===== src/rtl/sysbus_arbiter.sv =====
// Round-robin owner arbiter for the shared system bus: grant, hold while busy, one turnaround cycle.
// Optional ownership watchdog enabled by defining ARB_WATCHDOG_EN.
module sysbus_arbiter #(
  parameter int NUM_REQ    = 4,
  parameter int IDX_WIDTH  = 2,
  parameter int WDT_CYCLES = 64,
  parameter int WDT_WIDTH  = 7
) (
  input  logic                 clk,
  input  logic                 reset,
  input  logic [NUM_REQ-1:0]   req_cyc,
  input  logic [NUM_REQ-1:0]   req_busy,
  output logic [NUM_REQ-1:0]   grant,
  output logic                 grant_valid,
  output logic [IDX_WIDTH-1:0] grant_idx,
  output logic                 wdt_expired
);

  typedef enum logic [1:0] {
    IDLE    = 2'd0,
    GRANT   = 2'd1,
    BUSY    = 2'd2,
    RELEASE = 2'd3
  } state_t;

  state_t               state_reg;
  state_t               state_next;
  logic [IDX_WIDTH-1:0] idx_next;
  logic [NUM_REQ-1:0]   grant_next;
  logic                 owned_next;
  logic [IDX_WIDTH-1:0] pick_idx;
  logic [IDX_WIDTH-1:0] cand;
  logic                 pick_found;
  logic                 wdt_fire;

  // Scan from the farthest candidate down to grant_idx+1 so the nearest requester
  // after the last owner wins, and the last owner itself comes last.
  always_comb begin
    pick_found = 1'b0;
    pick_idx   = grant_idx;
    cand       = '0;
    for (int k = NUM_REQ; k >= 1; k--) begin
      cand = IDX_WIDTH'((int'(grant_idx) + k) % NUM_REQ);
      if (req_cyc[cand]) begin
        pick_found = 1'b1;
        pick_idx   = cand;
      end
    end
  end

`ifdef ARB_WATCHDOG_EN
  logic [WDT_WIDTH-1:0] wdt_cnt_reg;

  // Held at zero while idle, so it starts from zero on every new ownership.
  always_ff @(posedge clk or negedge reset) begin
    if (!reset) begin
      wdt_cnt_reg <= '0;
    end else if (state_reg == GRANT || state_reg == BUSY) begin
      wdt_cnt_reg <= wdt_cnt_reg + 1'b1;
    end else begin
      wdt_cnt_reg <= '0;
    end
  end

  assign wdt_fire = (state_reg == GRANT || state_reg == BUSY) &&
                    (wdt_cnt_reg == WDT_WIDTH'(WDT_CYCLES - 1));
`else
  assign wdt_fire = 1'b0;
`endif

  always_comb begin
    state_next = state_reg;
    idx_next   = grant_idx;
    unique case (state_reg)
      IDLE: begin
        if (pick_found) begin
          state_next = GRANT;
          idx_next   = pick_idx;
        end
      end
      GRANT: begin
        if (wdt_fire)                    state_next = RELEASE;
        else if (req_busy[grant_idx])    state_next = BUSY;
        else if (!req_cyc[grant_idx])    state_next = RELEASE;
      end
      BUSY: begin
        if (wdt_fire || !req_busy[grant_idx]) state_next = RELEASE;
      end
      RELEASE: state_next = IDLE;
      default: state_next = IDLE;
    endcase

    owned_next = (state_next == GRANT) || (state_next == BUSY);
    grant_next = '0;
    if (owned_next) grant_next[idx_next] = 1'b1;
  end

  // Outputs are registered from the next state so they line up with the state register.
  always_ff @(posedge clk or negedge reset) begin
    if (!reset) begin
      state_reg   <= IDLE;
      grant       <= '0;
      grant_valid <= 1'b0;
      grant_idx   <= IDX_WIDTH'(NUM_REQ - 1);
      wdt_expired <= 1'b0;
    end else begin
      state_reg   <= state_next;
      grant       <= grant_next;
      grant_valid <= owned_next;
      grant_idx   <= idx_next;
      wdt_expired <= wdt_fire;
    end
  end

endmodule


===== config.mk =====
export PLATFORM = sky130hd
export DESIGN_NAME = sysbus_arbiter
export DESIGN_NICKNAME = d
export VERILOG_FILES = /design/src/rtl/sysbus_arbiter.sv
export SDC_FILE = /design/constraint.sdc
export NUM_CORES = 1
export LEC_CHECK = 0
export CAP_MARGIN = 20
export CORE_AREA = 2 2 41 43
export CTS_CLUSTER_DIAMETER = 30
export CTS_CLUSTER_SIZE = 24
export DETAILED_ROUTE_END_ITERATION = 8
export DIE_AREA = 0 0 43 45
export PLACE_DENSITY = 0.71
export SETUP_SLACK_MARGIN = 0.05
export SYNTH_ARGS = -nofsm -noshare
export SYNTH_HDL_FRONTEND = slang
export SYNTH_SLANG_ARGS = --single-unit

===== constraint.sdc =====
create_clock -name clk -period 2.25 [get_ports clk]
set_input_delay 0.675 -clock clk [delete_from_list [all_inputs] [get_ports clk]]
set_output_delay 0.675 -clock clk [all_outputs]
set_load 0.02 [all_outputs]

==> flow_metrics.env, run 1 <==
export IMPL_yosys_area_share_xor_xnor_pct=0
export IMPL_fin_ws_ns=0.115
export IMPL_irDropWorstVdd_v=0.000617
export IMPL_clock_sinks=9
export IMPL_n_diodes=0
export IMPL_power_density_cell_area_nw_per_um2=1320
export IMPL_sequential_area_share_after_synthesis_pct=39.9
export IMPL_p_leak_nw=0.359
export IMPL_first_global_vias=500
export IMPL_avgViaCountPerCell=5.39
export IMPL_max_cap_violations=0
export IMPL_maxSlewViolCount=0
export IMPL_multi_input_area_um2=303
export IMPL_gr_util_all_layers_pct=14.6
export IMPL_clockRootBuffer="clkbuf_4"
export IMPL_drc_violations_left=0
export IMPL_die_x_um=43
export IMPL_finalCritPeriodShare_pct=94.9
export IMPL_netlist_area_um2=571
export IMPL_synth_net_count=69
export IMPL_clk_pin_slew_worst_paths_ns=0.06
export IMPL_area_of_the_die_um2=1940
export IMPL_synth_edff_count=0
export IMPL_dp_hpwl_um=987
export IMPL_port_buffers=16
export IMPL_seq_area_um2=228
export IMPL_worst_setup_path_end_kind="register"
export IMPL_fillerInstances=147
export IMPL_drt_iter0_markers=13
export IMPL_largest_register_ffs=4
export IMPL_timing_hold_worst_class="in -> async"
export IMPL_maxClockFrequency_mhz=468
export IMPL_final_layout_size_suffix_gt1_share_pct=21.7
export IMPL_post_layout_total_power_mw=1.08
export IMPL_grt_setup_unrepaired="no"
export IMPL_yosys_warnings=0
export IMPL_post_syn_instances=59
export IMPL_number_of_antenna_violations_at_the_first_check_in_global_routing=0
export IMPL_setup_worst_path_start_class="primary input"
export IMPL_yosys_area_share_simple_pct=24.3
export IMPL_tritoncts_clock_tree="built"
export IMPL_core_area_um2=1470
export IMPL_synth_compound_gate_area_share_pct=20.4
export IMPL_synth_top_family_by_area="simple AND/OR/NAND/NOR gates"
export IMPL_nNetsFinal=94
export IMPL_pre_cts_slack_ns=-0.135
export IMPL_clock_path_buffers=2
export IMPL_synth_ff_latch_count=9
export IMPL_syn2layout_area_growth_pct=43.9
export IMPL_postCtsSetupBuffers=0
export IMPL_grt_start_max_net_pins=14
export IMPL_globalplace_congestion=0.700
export IMPL_route_detailed_wl_per_inst_um=12.8
export IMPL_dpl_cell_area_um2=793
export IMPL_number_of_h_tree_levels=1
export IMPL_largest_fanout_of_any_net_on_the_critical_path=6
export IMPL_run_status="finished, final reports clean"
export IMPL_timing_final_setup_violations=0
export IMPL_grt_first_pass_wirelength_um=2140
export IMPL_grt_remaining_overflow=0
export IMPL_finalHoldViolCount=0
export IMPL_fin_skew_ns=0.00128
export IMPL_postLayoutCellArea_um2=821
export IMPL_synth_area_mux_share_pct=7.68
export IMPL_vias=534
export IMPL_cts_hold_buf=0
export IMPL_ioPinCount=18
export IMPL_synthAdderAreaFrac_pct=0
export IMPL_ant_nets=0
export IMPL_finalWirelength_um=1270
export IMPL_whs_ns=0.698
export IMPL_postSynth_topFlopCell="dfrtp_1"
export IMPL_startpoint_to_endpoint_class_of_the_critical_path="in -> reg"
export IMPL_firstDrtPassIters=4
export IMPL_rows=14
export IMPL_cts_resized_gates=1
export IMPL_dieHeight_um=45
export IMPL_clock_insertion_delay_worst_skew_ns=0.26
export IMPL_critical_path_arrival_ns=2.28
export IMPL_postSynth_asyncResetShare_pct=100
export IMPL_avgSynthCellArea_um2=9.67
export IMPL_tritoncts_num_buffers=3
export IMPL_post_synth_num_cell_types=33
export IMPL_initial_cell_density_of_the_core_pct=38.8
export IMPL_worstPathRequired_ns=2.40
export IMPL_finalWorstPathRequiredPeriod_ns=2.14
## cells by family after synthesis
group / count (synthesis)
buffers and inverters: 9
AOI/OAI and AO/OA: 15
DFF: 9
other: 1
and+or+nand+nor: 22
muxes: 3
## report_power, final
group | switching (mW) | leakage, nW | internal [mW]
Sequential | 0.108 | 0.109 | 0.251
Combinational | 0.266 | 0.235 | 0.335
Clock | 0.0531 | 0.0150 | 0.0681
Total | 0.427 | 0.359 | 0.654
## layout by cell type, fill, tap and decap left out
cell type	synthesis	final
clkdlybuf4s50_1	0	14
buf_4	1	9
dfrtp_1	7	7
inv_1	4	4
nand2b_1	4	4
o21ai_0	3	3
nor2_1	3	3
a211oi_1	3	3
clkbuf_4	0	3
nand2_1	2	2
nor3_1	2	2
or3b_2	2	2
o2111ai_1	2	2
and2_1	2	2
and4b_1	2	2
dfstp_2	2	2
or3_1	1	1
nor3b_1	1	1
a21o_1	1	1
nand3b_1	1	1
o22ai_1	1	1
nor2b_1	1	1
o41ai_1	1	1
o41a_1	1	1
mux4_2	1	1
or4_1	1	1
a211o_1	1	1
mux2i_1	1	1
mux2_2	1	1
o2bb2ai_1	1	1
a221o_1	1	1
conb_1	1	1
clkbuf_1	2	1
dlygate4sd2_1	0	1
dlymetal6s2s_1	0	1
## worst max-delay path, cell delays in order
cell and delay [ns]:
clkdlybuf4s50_1 0.49, or4_1 0.56, nor3_1 0.15, a221o_1 0.19, and4b_1 0.21
## Yosys cell counts, drive strengths merged (2+ instances only)
master | n | share of area, %
a211oi | 3 | 3.9
and2 | 2 | 2.2
and4b | 2 | 3.5
buf | 2 | 2.2
clkbuf | 3 | 2.2
dfrtp | 7 | 31
dfstp | 2 | 9.2
inv | 4 | 2.6
nand2 | 2 | 1.3
nand2b | 4 | 4.4
nor2 | 3 | 2.0
nor3 | 2 | 1.8
o2111ai | 2 | 3.1
o21ai | 3 | 2.6
or3b | 2 | 3.1
## per-stage QoR
stage | TNS, ns | utilization, % | std cells
after global placement | -0.400 | 53.9 | 95
final | 0 | 55.8 | 99
after CTS | 0 | 55.6 | 99
after floorplan | 0 | - | 59
after detailed placement | -0.567 | 53.9 | 95
after global routing | 0 | 55.8 | 99
## final cells by class
class / instances / share of cell area [%]
Multi-Input combinational cell: 41 / 36.9
Timing Repair Buffer: 25 / 27.9
Sequential cell: 9 / 27.7
Clock buffer: 4 / 3.20
Tap cell: 16 / 2.44
Inverter: 4 / 1.83
## per-layer routing
| metal | GRT usage (%) | up-vias | wire length (µm) |
|---|---|---|---|
| li1 | - | 263 | - |
| met1 | 18.0 | 260 | 588 |
| met5 | 0 | - | 0 |
| met3 | 4.80 | 0 | 45 |
| met2 | 26.1 | 11 | 633 |
| met4 | 1.82 | 0 | 0 |
## final timing paths
kind / cells after the start / end / start / slack (ns)
worst max-delay path: 5 / grant[3]$_DFF_PN0_ / req_cyc[3] / 0.11
worst min-delay path: 1 / state_reg[0]$_DFF_PN0_ / reset / 0.70
worst max register to register: 4 / grant[3]$_DFF_PN0_ / grant_idx[0]$_DFF_PN1_ / 0.39
worst min register to register: 2 / state_reg[1]$_DFF_PN0_ / state_reg[1]$_DFF_PN0_ / 0.71
max in group asynchronous: 1 / grant_idx[0]$_DFF_PN1_ / reset / 1.24
min in group clk: 2 / state_reg[1]$_DFF_PN0_ / state_reg[1]$_DFF_PN0_ / 0.71
Power figures use the tool's default switching activity.
==> run 2, diff against run 1 <==
--- a/config.mk
+++ b/config.mk
@@ -7,7 +7,7 @@
 export LEC_CHECK = 0
 export CAP_MARGIN = 20
 export CORE_AREA = 2 2 41 43
-export CTS_CLUSTER_DIAMETER = 30
+export CTS_CLUSTER_DIAMETER = 80
 export CTS_CLUSTER_SIZE = 24
 export DETAILED_ROUTE_END_ITERATION = 8
 export DIE_AREA = 0 0 43 45
==> results of run 2 <==
Final layout, timing and power as in run 1 (identical DEF).
==> run 3, diff against run 2 <==
--- a/config.mk
+++ b/config.mk
@@ -5,6 +5,7 @@
 export SDC_FILE = /design/constraint.sdc
 export NUM_CORES = 1
 export LEC_CHECK = 0
+export ABC_CLOCK_PERIOD_IN_PS = 2250
 export CAP_MARGIN = 20
 export CORE_AREA = 2 2 41 43
 export CTS_CLUSTER_DIAMETER = 80
@@ -12,6 +13,7 @@
 export DETAILED_ROUTE_END_ITERATION = 8
 export DIE_AREA = 0 0 43 45
 export PLACE_DENSITY = 0.71
+export RECOVER_POWER = 100
 export SETUP_SLACK_MARGIN = 0.05
 export SYNTH_ARGS = -nofsm -noshare
 export SYNTH_HDL_FRONTEND = slang
==> constraint.sdc (replaced) <==
create_clock -name clk -period 2.25 [get_ports clk]
set_input_delay 0.675 -clock clk [delete_from_list [all_inputs] [get_ports clk]]
set_output_delay 0.675 -clock clk [all_outputs]
set_load 0.1 [all_outputs]
==> flow_metrics.env, run 3 (synthesis results as in run 1) <==
export IMPL_ant_nets=0
export IMPL_number_of_h_tree_levels=1
export IMPL_rows=14
export IMPL_finalWorstPathRequiredPeriod_ns=2.12
export IMPL_setup_worst_path_start_class="primary input"
export IMPL_grt_first_pass_wirelength_um=2060
export IMPL_tritoncts_clock_tree="built"
export IMPL_timing_hold_worst_class="reg -> reg"
export IMPL_clock_path_buffers=2
export IMPL_dp_hpwl_um=950
export IMPL_gr_util_all_layers_pct=14.2
export IMPL_route_detailed_wl_per_inst_um=12.2
export IMPL_startpoint_to_endpoint_class_of_the_critical_path="in -> reg"
export IMPL_clk_pin_slew_worst_paths_ns=0.06
export IMPL_timing_worst_slew_pin_value_ns=0.539
export IMPL_clock_insertion_delay_worst_skew_ns=0.25
export IMPL_pre_cts_slack_ns=-0.125
export IMPL_port_buffers=16
export IMPL_clockRootBuffer="clkbuf_4"
export IMPL_finalWirelength_um=1200
export IMPL_number_of_antenna_violations_at_the_first_check_in_global_routing=0
export IMPL_worst_setup_path_end_kind="register"
export IMPL_dieHeight_um=45
export IMPL_avgViaCountPerCell=5.26
export IMPL_timing_final_setup_violations=0
export IMPL_drt_iter0_markers=4
export IMPL_run_status="finished, final reports clean"
export IMPL_fin_tns_setup_ns=0
export IMPL_first_global_vias=460
export IMPL_grt_start_max_net_pins=14
export IMPL_finalCritPeriodShare_pct=94.2
export IMPL_finalHoldViolCount=0
export IMPL_timing_max_slew_rel_slack_pct=64.2
export IMPL_n_diodes=0
export IMPL_fillerInstances=146
export IMPL_maxClockFrequency_mhz=472
export IMPL_syn2layout_area_growth_pct=40.8
export IMPL_firstDrtPassIters=2
export IMPL_nNetsFinal=93
export IMPL_area_of_the_die_um2=1940
export IMPL_vias=515
export IMPL_largest_fanout_of_any_net_on_the_critical_path=6
export IMPL_most_common_layout_cells="clkdlybuf4s50_1, dfrtp_1, buf_4"
export IMPL_die_x_um=43
export IMPL_tritoncts_num_buffers=3
export IMPL_fin_ws_ns=0.131
export IMPL_maxSlewViolCount=0
export IMPL_core_area_um2=1470
export IMPL_globalplace_congestion=0.737
export IMPL_grt_setup_unrepaired="no"
export IMPL_largest_register_ffs=4
export IMPL_drc_violations_left=0
export IMPL_final_layout_size_suffix_gt1_share_pct=25.6
export IMPL_worstPathRequired_ns=2.39
export IMPL_cts_hold_buf=0
export IMPL_layout_commonest_cell="clkdlybuf4s50_1"
export IMPL_max_cap_violations=0
export IMPL_clock_sinks=9
export IMPL_fin_skew_ns=0.000957
export IMPL_critical_path_arrival_ns=2.26
export IMPL_grt_remaining_overflow=0
export IMPL_ioPinCount=18
export IMPL_postCtsSetupBuffers=0
export IMPL_initial_cell_density_of_the_core_pct=38.8
==> run 3: cell count changes in the layout (fill, tap and decap cells not counted), sizes merged <==
| cell | before | now |
|---|---|---|
| buf | 9 | 8 |
| dlygate4sd2 | 1 | 0 |
| dlygate4sd3 | 0 | 1 |
| clkdlybuf4s50 | 14 | 8 |
| dlymetal6s2s | 1 | 0 |
| clkbuf | 4 | 11 |
==> run 3: area by class of cell <==
type / count / area, µm² / area share [%]
Timing Repair Buffer: 24 / 211 / 26.3
Inverter: 4 / 15.0 / 1.87
Clock buffer: 4 / 26.3 / 3.27
Tap cell: 16 / 20.0 / 2.49
Sequential cell: 9 / 228 / 28.3
Multi-Input combinational cell: 41 / 303 / 37.7
==> run 3: what timing repair did <==
item / 4_1_cts / 5_1_grt
setup endpoints to repair: 0 / 2
gates resized for setup: 0 / 1
endpoints found under the hold margin: 0 / 0
==> run 3: path summary, 6_finish.rpt <==
path                                         from                endpoint  slack (ns)  cells after the start
setup / recovery                       req_cyc[3]      grant[3]$_DFF_PN0_        0.13                      5
hold / removal             state_reg[0]$_DFF_PN0_  state_reg[1]$_DFF_PN0_        0.72                      2
setup reg to reg           grant_idx[0]$_DFF_PN1_      grant[0]$_DFF_PN0_        0.23                      5
hold reg to reg            state_reg[0]$_DFF_PN0_  state_reg[1]$_DFF_PN0_        0.72                      2
max in group asynchronous                   reset  grant_idx[1]$_DFF_PN1_        1.16                      1
min in group asynchronous                   reset      grant[2]$_DFF_PN0_        0.78                      1
==> run 3: metal layers <==
layer / track usage (%) / vias to the layer above / wire (µm)
met4: 3.64 / 0 / 0
met3: 4.80 / 0 / 39
met2: 22.1 / 9 / 616
met5: 0 / - / 0
li1: - / 262 / -
met1: 19.2 / 244 / 543
==> run 3: critical path, stage by stage <==
cell,delay (ns)
clkdlybuf4s50_1,0.48
or4_1,0.56
nor3_1,0.15
a221o_1,0.19
and4b_1,0.21
==> run 3: stage by stage <==
stage	hold WS, ns	util, %	instances	instance area, µm²
6_report	0.719	54.6	98	803
2_1_floorplan	0.379	-	59	571
4_1_cts	0.711	55.7	98	820
3_5_place_dp	0.699	53.9	94	793
5_1_grt	0.774	54.6	98	803
3_3_place_gp	0.674	53.9	94	793
Power of run 3 is not shown: default switching activity piles up to over one toggle a cycle in this logic, so the estimate is an artifact.
